### src/rtl/machine_mode_types_pkg.sv
// ----------------------------------------------------------------------------
// machine_mode_types_pkg
// Shared machine-mode types and constants for the privilege-side CSR logic.
//   trap_state_t   : trap controller FSM states
//   CAUSE_*        : interrupt cause codes; also the matching mip/mie bit index
//   MSTATUS_*      : bit positions inside mstatus
//   CAUSE_W        : width of a latched cause (exception codes and ext lines)
// ----------------------------------------------------------------------------
package machine_mode_types_pkg;

   typedef enum logic [1:0] {
      IDLE   = 2'd0,
      FLUSH  = 2'd1,
      COMMIT = 2'd2,
      RETURN = 2'd3
   } trap_state_t;

   localparam int CAUSE_MSI      = 3;
   localparam int CAUSE_MTI      = 7;
   localparam int CAUSE_MEI      = 11;
   localparam int CAUSE_EXT_BASE = 16;

   // Five bits cover exception codes (4 bits) and ext causes up to 16+15.
   localparam int CAUSE_W = 5;

   localparam int MSTATUS_MIE    = 3;
   localparam int MSTATUS_MPIE   = 7;
   localparam int MSTATUS_MPP_LO = 11;
   localparam int MSTATUS_MPP_HI = 12;

endpackage

### src/rtl/prv_int_prio_enc.sv
// ----------------------------------------------------------------------------
// prv_int_prio_enc
// Combinational priority encoder for enabled, pending machine interrupts.
// Order: external lines (lowest index first) > software > timer.
//   ext_pend_i    in  NUM_EXT_INT  pending+enabled external lines
//   soft_pend_i   in  1            pending+enabled software interrupt
//   timer_pend_i  in  1            pending+enabled timer interrupt
//   valid_o       out 1            any interrupt selected
//   cause_o       out CAUSE_W      cause code of the selected interrupt
// ----------------------------------------------------------------------------
module prv_int_prio_enc
   import machine_mode_types_pkg::*;
#(
   parameter int NUM_EXT_INT = 4
) (
   input  logic [NUM_EXT_INT-1:0] ext_pend_i,
   input  logic                   soft_pend_i,
   input  logic                   timer_pend_i,
   output logic                   valid_o,
   output logic [CAUSE_W-1:0]     cause_o
);

   // Scanning external lines from the top down lets the lowest pending
   // index overwrite the others, giving it the highest priority.
   always_comb begin
      valid_o = (|ext_pend_i) | soft_pend_i | timer_pend_i;
      cause_o = '0;
      if (|ext_pend_i) begin
         for (int i = NUM_EXT_INT - 1; i >= 0; i--) begin
            if (ext_pend_i[i]) begin
               cause_o = CAUSE_W'(CAUSE_EXT_BASE + i);
            end
         end
      end else if (soft_pend_i) begin
         cause_o = CAUSE_W'(CAUSE_MSI);
      end else if (timer_pend_i) begin
         cause_o = CAUSE_W'(CAUSE_MTI);
      end
   end

endmodule

### src/rtl/prv_trap_ctrl.sv
// ----------------------------------------------------------------------------
// prv_trap_ctrl
// Machine-mode trap controller. Takes synchronous exceptions and external,
// software and timer interrupts, drains the pipeline, writes the trap CSRs
// through one-cycle update strobes, redirects fetch to mtvec and handles MRET.
//   clk_i, rst_i           clock, synchronous active-high reset
//   ext_int_i/timer_int_i/soft_int_i   level interrupt lines (registered once)
//   exc_valid_i/exc_code_i/exc_epc_i/exc_badaddr_i   exception from pipeline
//   int_epc_i              resume PC for interrupts
//   mret_i                 MRET at commit
//   pipe_idle_i            pipeline drained (acknowledges flush_req_o)
//   mstatus_i/mie_i/mtvec_i/mepc_i     current CSR values
//   flush_req_o            stall/flush the pipeline
//   redirect_valid_o/redirect_pc_o     one-cycle fetch redirect
//   *_rup_o / *_next_o     CSR update strobes and values
//   busy_o                 FSM not idle
// ----------------------------------------------------------------------------
module prv_trap_ctrl
   import machine_mode_types_pkg::*;
#(
   parameter int XLEN        = 32,
   parameter int NUM_EXT_INT = 4,
   parameter bit VECTORED_EN = 1'b1
) (
   input  logic                   clk_i,
   input  logic                   rst_i,
   input  logic [NUM_EXT_INT-1:0] ext_int_i,
   input  logic                   timer_int_i,
   input  logic                   soft_int_i,
   input  logic                   exc_valid_i,
   input  logic [3:0]             exc_code_i,
   input  logic [XLEN-1:0]        exc_epc_i,
   input  logic [XLEN-1:0]        exc_badaddr_i,
   input  logic [XLEN-1:0]        int_epc_i,
   input  logic                   mret_i,
   input  logic                   pipe_idle_i,
   input  logic [XLEN-1:0]        mstatus_i,
   input  logic [XLEN-1:0]        mie_i,
   input  logic [XLEN-1:0]        mtvec_i,
   input  logic [XLEN-1:0]        mepc_i,
   output logic                   flush_req_o,
   output logic                   redirect_valid_o,
   output logic [XLEN-1:0]        redirect_pc_o,
   output logic                   mip_rup_o,
   output logic                   mcause_rup_o,
   output logic                   mepc_rup_o,
   output logic                   mbadaddr_rup_o,
   output logic                   mstatus_rup_o,
   output logic [XLEN-1:0]        mip_next_o,
   output logic [XLEN-1:0]        mcause_next_o,
   output logic [XLEN-1:0]        mepc_next_o,
   output logic [XLEN-1:0]        mbadaddr_next_o,
   output logic [XLEN-1:0]        mstatus_next_o,
   output logic                   busy_o
);

   trap_state_t            state_q, state_d;
   logic [NUM_EXT_INT-1:0] ext_q;
   logic                   timer_q, soft_q;
   logic [CAUSE_W-1:0]     cause_q, cause_d;
   logic                   int_q, int_d;
   logic [XLEN-1:0]        epc_q, epc_d;
   logic [XLEN-1:0]        bad_q, bad_d;

   logic [XLEN-1:0]        mipVal;
   logic [XLEN-1:0]        pendVec;
   logic                   prioValid;
   logic [CAUSE_W-1:0]     prioCause;
   logic [XLEN-1:0]        vecOffset;
   logic [XLEN-1:0]        tvecTarget;
   logic [XLEN-1:0]        trapMstatus;
   logic [XLEN-1:0]        retMstatus;
   logic                   unusedBits;

   // Build the mip image from the registered lines; bit 11 summarises all
   // external lines while each line also has its own bit at 16+i.
   always_comb begin
      mipVal                                = '0;
      mipVal[CAUSE_MSI]                     = soft_q;
      mipVal[CAUSE_MTI]                     = timer_q;
      mipVal[CAUSE_MEI]                     = |ext_q;
      mipVal[CAUSE_EXT_BASE +: NUM_EXT_INT] = ext_q;
   end

   assign pendVec    = mipVal & mie_i & {XLEN{mstatus_i[MSTATUS_MIE]}};
   assign unusedBits = ^{pendVec, epc_q[1:0]};

   prv_int_prio_enc #(
      .NUM_EXT_INT (NUM_EXT_INT)
   ) u_prio (
      .ext_pend_i   (pendVec[CAUSE_EXT_BASE +: NUM_EXT_INT]),
      .soft_pend_i  (pendVec[CAUSE_MSI]),
      .timer_pend_i (pendVec[CAUSE_MTI]),
      .valid_o      (prioValid),
      .cause_o      (prioCause)
   );

   // Vectored mode only offsets interrupts; exceptions always land on base.
   assign vecOffset  = (VECTORED_EN && (mtvec_i[1:0] == 2'b01) && int_q)
                       ? {{(XLEN-CAUSE_W-2){1'b0}}, cause_q, 2'b00} : '0;
   assign tvecTarget = {mtvec_i[XLEN-1:2], 2'b00} + vecOffset;

   // mstatus images for trap entry (stack MIE into MPIE) and MRET (unstack).
   always_comb begin
      trapMstatus                                = mstatus_i;
      trapMstatus[MSTATUS_MPIE]                  = mstatus_i[MSTATUS_MIE];
      trapMstatus[MSTATUS_MIE]                   = 1'b0;
      trapMstatus[MSTATUS_MPP_HI:MSTATUS_MPP_LO] = 2'b11;
      retMstatus                                 = mstatus_i;
      retMstatus[MSTATUS_MIE]                    = mstatus_i[MSTATUS_MPIE];
      retMstatus[MSTATUS_MPIE]                   = 1'b1;
      retMstatus[MSTATUS_MPP_HI:MSTATUS_MPP_LO]  = 2'b11;
   end

   // Trap selection happens only in IDLE; once latched, the trap record is
   // frozen until COMMIT so late exceptions or dropped interrupts are ignored.
   always_comb begin
      state_d = state_q;
      cause_d = cause_q;
      int_d   = int_q;
      epc_d   = epc_q;
      bad_d   = bad_q;
      case (state_q)
         IDLE: begin
            if (exc_valid_i) begin
               state_d = FLUSH;
               cause_d = {1'b0, exc_code_i};
               int_d   = 1'b0;
               epc_d   = exc_epc_i;
               bad_d   = exc_badaddr_i;
            end else if (prioValid) begin
               state_d = FLUSH;
               cause_d = prioCause;
               int_d   = 1'b1;
               epc_d   = int_epc_i;
               bad_d   = '0;
            end else if (mret_i) begin
               state_d = RETURN;
            end
         end
         FLUSH: begin
            if (pipe_idle_i) begin
               state_d = COMMIT;
            end
         end
         default: state_d = IDLE;
      endcase
   end

   // State, trap record and the interrupt sync stage; reset abandons any
   // trap in flight.
   always_ff @(posedge clk_i) begin
      if (rst_i) begin
         state_q <= IDLE;
         ext_q   <= '0;
         timer_q <= 1'b0;
         soft_q  <= 1'b0;
         cause_q <= '0;
         int_q   <= 1'b0;
         epc_q   <= '0;
         bad_q   <= '0;
      end else begin
         state_q <= state_d;
         ext_q   <= ext_int_i;
         timer_q <= timer_int_i;
         soft_q  <= soft_int_i;
         cause_q <= cause_d;
         int_q   <= int_d;
         epc_q   <= epc_d;
         bad_q   <= bad_d;
      end
   end

   // Outputs decode directly from the state; everything is held at zero
   // while reset is asserted so an aborted trap never leaks a strobe.
   always_comb begin
      flush_req_o      = 1'b0;
      redirect_valid_o = 1'b0;
      redirect_pc_o    = '0;
      mip_rup_o        = 1'b0;
      mcause_rup_o     = 1'b0;
      mepc_rup_o       = 1'b0;
      mbadaddr_rup_o   = 1'b0;
      mstatus_rup_o    = 1'b0;
      mip_next_o       = '0;
      mcause_next_o    = '0;
      mepc_next_o      = '0;
      mbadaddr_next_o  = '0;
      mstatus_next_o   = '0;
      busy_o           = 1'b0;
      if (!rst_i) begin
         mip_rup_o  = 1'b1;
         mip_next_o = mipVal;
         busy_o     = (state_q != IDLE);
         case (state_q)
            FLUSH: flush_req_o = 1'b1;
            COMMIT: begin
               flush_req_o      = 1'b1;
               mcause_rup_o     = 1'b1;
               mepc_rup_o       = 1'b1;
               mbadaddr_rup_o   = 1'b1;
               mstatus_rup_o    = 1'b1;
               mcause_next_o    = {int_q, {(XLEN-CAUSE_W-1){1'b0}}, cause_q};
               mepc_next_o      = {epc_q[XLEN-1:2], 2'b00};
               mbadaddr_next_o  = bad_q;
               mstatus_next_o   = trapMstatus;
               redirect_valid_o = 1'b1;
               redirect_pc_o    = tvecTarget;
            end
            RETURN: begin
               mstatus_rup_o    = 1'b1;
               mstatus_next_o   = retMstatus;
               redirect_valid_o = 1'b1;
               redirect_pc_o    = mepc_i;
            end
            default: ;
         endcase
      end
   end

endmodule
### config.mk
export PLATFORM = sky130hd
export DESIGN_NAME = prv_trap_ctrl
export DESIGN_NICKNAME = d
export VERILOG_FILES = /design/src/rtl/machine_mode_types_pkg.sv /design/src/rtl/prv_int_prio_enc.sv /design/src/rtl/prv_trap_ctrl.sv
export SDC_FILE = /design/constraint.sdc
export NUM_CORES = 1
export LEC_CHECK = 0
export BUFFER_PORTS_ARGS = -buffer_cell sky130_fd_sc_hd__buf_4
export CORE_AREA = 10 10 162 164
export DETAILED_ROUTE_END_ITERATION = 10
export DIE_AREA = 0 0 172 174
export GPL_TIMING_DRIVEN = 0
export HOLD_SLACK_MARGIN = 0.12
export PLACE_DENSITY_LB_ADDON = 0.12
export SLEW_MARGIN = 0
export SYNTH_ARGS = -nofsm -noshare
export SYNTH_HDL_FRONTEND = slang
export SYNTH_SLANG_ARGS = --single-unit
### constraint.sdc
create_clock -name clk_i -period 7.16 [get_ports clk_i]
set_input_delay 0.716 -clock clk_i [delete_from_list [all_inputs] [get_ports clk_i]]
set_output_delay 0.716 -clock clk_i [all_outputs]
set_load 0.05 [all_outputs]
Word-level counts from Yosys, hierarchy flattened

Index checks and enable logic that the tools add are counted.

Flip-flop bits (word level): 78
Word-level logic and storage cells: 69

Add/subtract/negate cells: 1
Equality and inequality tests: 6
Multiplexer cells: 40
Bitwise operators: 4
Reduce and logical (&&, ||, !) cells: 10

Operators by type and width:

| operator             | count |
|---|---|
| $mux W32             | 12 |
| $pmux W32 S2         | 2 |
| $and A20 B20 Y20     | 2 |
| $mux W5              | 8 |
| $add A32 B7 Y32      | 1 |
| $mux W20             | 1 |
| $mux W1              | 10 |
| $mux W2              | 4 |
| $reduce_or A4 Y1     | 2 |
| $mux W7              | 1 |
| $eq A2 B1 Y1 const B | 2 |
| $eq A2 B2 Y1 const B | 2 |
| $ne A4 B4 Y1 const B | 1 |
| $pmux W2 S2          | 1 |
| $reduce_and A2 Y1    | 2 |
| $reduce_bool A2 Y1   | 2 |
| $reduce_or A2 Y1     | 2 |
| $mux W3              | 1 |
| $logic_not A2 Y1     | 1 |
| $ne A2 B2 Y1 const B | 1 |
| $or A1 B1 Y1         | 2 |
| $logic_and A1 B1 Y1  | 1 |

Logic depth before layout (Yosys ltp)

Depth in word-level cells: 10
Gate-level depth with buffers: 12
Mapped depth without buffers: 11

Hierarchy

A second synthesis with hierarchy kept.

Cells, all modules: 658
Area total of the unflattened synthesis: 5391.4 um^2

By module, submodules not included:

| module           | times used | cells an instance | area an instance (um^2) | sequential area each (um^2) |
|---|---|---|---|---|
| prv_trap_ctrl    | 1          | 647               | 5320.1                  | 1521.5 |
| prv_int_prio_enc | 1          | 11                | 71.3                    | 0.0 |

Least setup slack after synthesis

No wires, ideal clock.

Path kind: input to output
Start: in mtvec_i[0]
End: out redirect_pc_o[14]
Arrival: 3694 ps
Data required time: 6444 ps
Setup slack: 2750 ps
Stages: 12
Path buffers: 1
Cells stage by stage: nand2_1 > nor2_1 > and2_1 > ha_1 > inv_1 > fa_1 > nand2b_1 > a21oi_1 > clkbuf_1 > o2111ai_1 > xor2_1 > o21ai_0

Cells in the longest elaborated chain, start to end: 6

RTL lines:

| what                | RTL line             | text |
|---|---|---|
| from (decl)         | prv_trap_ctrl.sv:39  | `input logic [XLEN-1:0] mtvec_i,` |
| $eq A2 B1 Y1        | prv_trap_ctrl.sv:99  | `assign vecOffset = (VECTORED_EN && (mtvec_i[1:0] == 2'b01) && int_q)` |
| $logic_and A1 B1 Y1 | prv_trap_ctrl.sv:99  |  |
| $mux W7             | prv_trap_ctrl.sv:100 | `? {{(XLEN-CAUSE_W-2){1'b0}}, cause_q, 2'b00} : '0;` |
| $add A32 B7 Y32     | prv_trap_ctrl.sv:101 | `assign tvecTarget = {mtvec_i[XLEN-1:2], 2'b00} + vecOffset;` |
| $pmux W32 S2        | prv_trap_ctrl.sv:195 | `case (state_q)` |
| $mux W32            | prv_trap_ctrl.sv:191 | `if (!rst_i) begin` |
| to (decl)           | prv_trap_ctrl.sv:43  | `output logic [XLEN-1:0] redirect_pc_o,` |

No other way between the ends.

Final worst setup path

Start: in mtvec_i[0]
End: out redirect_pc_o[8]

The elaborated chain is that of the path after synthesis.

==> run metrics <==
Post-CTS Setup Repair Bufs 0; largest net degree at the start of global routing 14; HPWL Detailed 22.48 mm; Critical R2R Capture bad_q[17]$_SDFFE_PP0P_; EDFF count, synth 0; register area 1521 um2; area of the multi-input gates 3358 um2; first-pass iteration count of the detailed router 4; die height 174 um; final wirelength 26.35 mm; Port Buffers 351; Top FF cell, synth dfxtp_1; CTS Root Cell clkbuf_16; Final Max Slew Viols 0; CTS tree done; Placer Congestion 0.8305; largest area contributor in the netlist dfxtp_1; register bit count reported by yosys 76; Arrival @ worst endpoint 3.67 ns; cts hold-fix bufs 0; post_cts resized 0; Mapped Area 5385 um2; highest-count cells in the layout ignoring fill and taps buf_4, nor2_1, and2_1; wire length per cell 18.93 um; core area 23,120 um2; power per cell area 183.8 nW/um2; dpl cells 1,376; worst path required time 6.44 ns; Residual DRC 0; syn avg cell area 7.885 um2; Rel. slew slack 50.84%; WHS Endpoint epc_q[29]$_SDFFE_PP0P_; Worst path slowest cell clkbuf_1; Final nets 1,346; Die X 172 um; GRT overflow 0; CTS Buf Count 9; commonest non-fill, non-tap cell in the layout buf_4; row cnt 56; Clock Latency Late Sink 0.33 ns; vias in the first global route 6,408; final hold vios 0; Vias 6,071; R2R Path Start state_q[1]$_SDFFE_PP0P_; Starting Density 23.29%; sequential share of the synthesized area 28.25%; final worst path period need 4.381 ns; fin crit share 61.19%; ys async rst share 0%; clk sink count 76; Syn. warnings 0; crit end category output pin; synth unique cells 54; Max Root-Sink Buffers 2; max cap viols 0; die area 29,930 um2; ant diodes 0; Worst Max-Slew Pin Slew 0.7375 ns; Worst Path Buf+Inv 4; DR vias/cell 4.361; CP cell instances buf_4, nand2_1, nor2_1, and2_1, ha_1, inv_1, fa_1, nand2b_1, a21oi_1, clkbuf_1, o21ai_0, xor2_1, o21ai_0, buf_4; cell family with most CP delay buffers and inverters; kind of critical path in -> out; Area Overhead vs Synth 64.89%; largest cells by area after synthesis dfxtp_1, and2_1, buf_4, mux2i_1, nor2_1; final non-filler cell total 1,392; clk slew on worst S/H paths 0.06 ns; top-area cell type share of the netlist area 28.25%; FMAX 228.2 MHz; HP Class reg -> reg; CP Launch Type input port; initial antenna violation count 1; Antenna Nets Post-Route 0; R2R cell count 9; Worst Hold Launch epc_q[29]$_SDFFE_PP0P_; filler cell count 2,514; IO Count 439; worst-case clock skew 0.01004 ns; first-pass GRT wire length 38.68 mm; Worst path max stage delay 0.47 ns; Max VDD drop 0.1116 mV; final setup fails 0; layout cells sized above 1 40.47%; run status finished clean; R2R Setup Slk 4.51 ns; leakage 0.004432 uW; RSZ-0062 raised after global routing no; Max H-tree Level 3; gr usage total 16.59%; post-route setup TNS 0 ns; CP Max Fanout 10; violation count after the first detailed-route iteration 260; WHS Path Cells 2; Post-Synthesis Cells 683
worst register-to-register path: stages, from the launching register on:
cell and delay, ns:
dfxtp_1 0.33, clkbuf_1 0.23, inv_1 0.16, ha_1 0.15
clkbuf_1 0.32, inv_1 0.13, nor2_1 0.53, clkbuf_1 0.49
a22oi_1 0.14, nor2_1 0.11
metal layers:
layer	up-vias	track usage (%)	routed length [um]
met5	-	0	13
met4	2	3.342	329
met3	19	7.340	3232
met2	267	29.30	12990
met1	2690	17.78	9786
li1	3093	-	-
sequential cells by signal, indices dropped and copies added, names as in the netlist:
| signal | count |
|---|---|
| ext_q | 4 |
| epc_q | 30 |
| int_q | 1 |
| timer_q | 1 |
| bad_q | 32 |
| cause_q | 5 |
| soft_q | 1 |
| state_q | 2 |
cell families (layout without fill, tap and decap cells):
kind of cell               Yosys count  in the layout  share of synthesized area (%)
buffers and inverters              123            490                          13.01
muxes                               31             31                          5.762
other                                1             53                        0.06964
and+or+nand+nor                    268            268                          25.98
DFF                                 76             76                          28.25
adders and majority gates           10             10                          2.463
xor gates and xnor gates            24             24                          3.904
AOI/OAI and AO/OA                  150            150                          20.56
power by group:
| group | total [uW] | internal [uW] | switching (uW) |
|---|---|---|---|
| registers | 509 | 481 | 28.1 |
| clock network | 466 | 280 | 185 |
| logic | 658 | 240 | 417 |
| total | 1630 | 1000 | 631 |
layout make-up:
class	instances	share of cell area [%]
Multi-Input combinational cell	536	37.82
Timing Repair Buffer	351	29.67
Sequential cell	76	17.13
Buffer	111	7.383
Tap cell	290	4.086
Clock buffer	11	2.734
Clock inverter	5	0.6623
Inverter	12	0.5073
metrics by stage:
stage	utilization (%)	cell area (um2)	total power [uW]	worst slack (ns)	hold WS [ns]
4_1_cts	38.40	8880	1653	2.699	0.4957
3_3_place_gp	37.10	8578	1179	2.719	0.4809
5_1_grt	38.40	8880	1726	2.419	0.5138
3_5_place_dp	37.10	8578	1183	2.746	0.4865
2_1_floorplan	-	5580	941.7	2.750	0.4501
6_report	38.40	8880	1632	2.779	0.4933
worst max path at each step:
stage                from                 to  cells past startpoint
2_1_floorplan  mtvec_i[0]  redirect_pc_o[14]                     12
3_3_place_gp   mtvec_i[0]   redirect_pc_o[8]                     14
3_5_place_dp   mtvec_i[0]   redirect_pc_o[8]                     14
4_1_cts        mtvec_i[0]   redirect_pc_o[8]                     14
5_1_grt        mtvec_i[0]   redirect_pc_o[8]                     14
6_report       mtvec_i[0]   redirect_pc_o[8]                     14
Yosys cell counts, drive strengths merged, types with 2 or more instances:
library cell,instances
nor2,78
and2,77
dfxtp,76
buf,70
clkbuf,41
nand2,40
a211oi,38
a22oi,36
and3,32
mux2i,31
o21ai,28
nor2b,15
xnor2,15
a21oi,12
inv,12
ha,9
xor2,9
nand3,6
o2111ai,6
a22o,5
nand4,5
nor3,5
o211ai,5
nand2b,4
a2111oi,3
a21o,3
a31oi,2
a32o,2
o22ai,2
(Power assumes the default switching activity.)
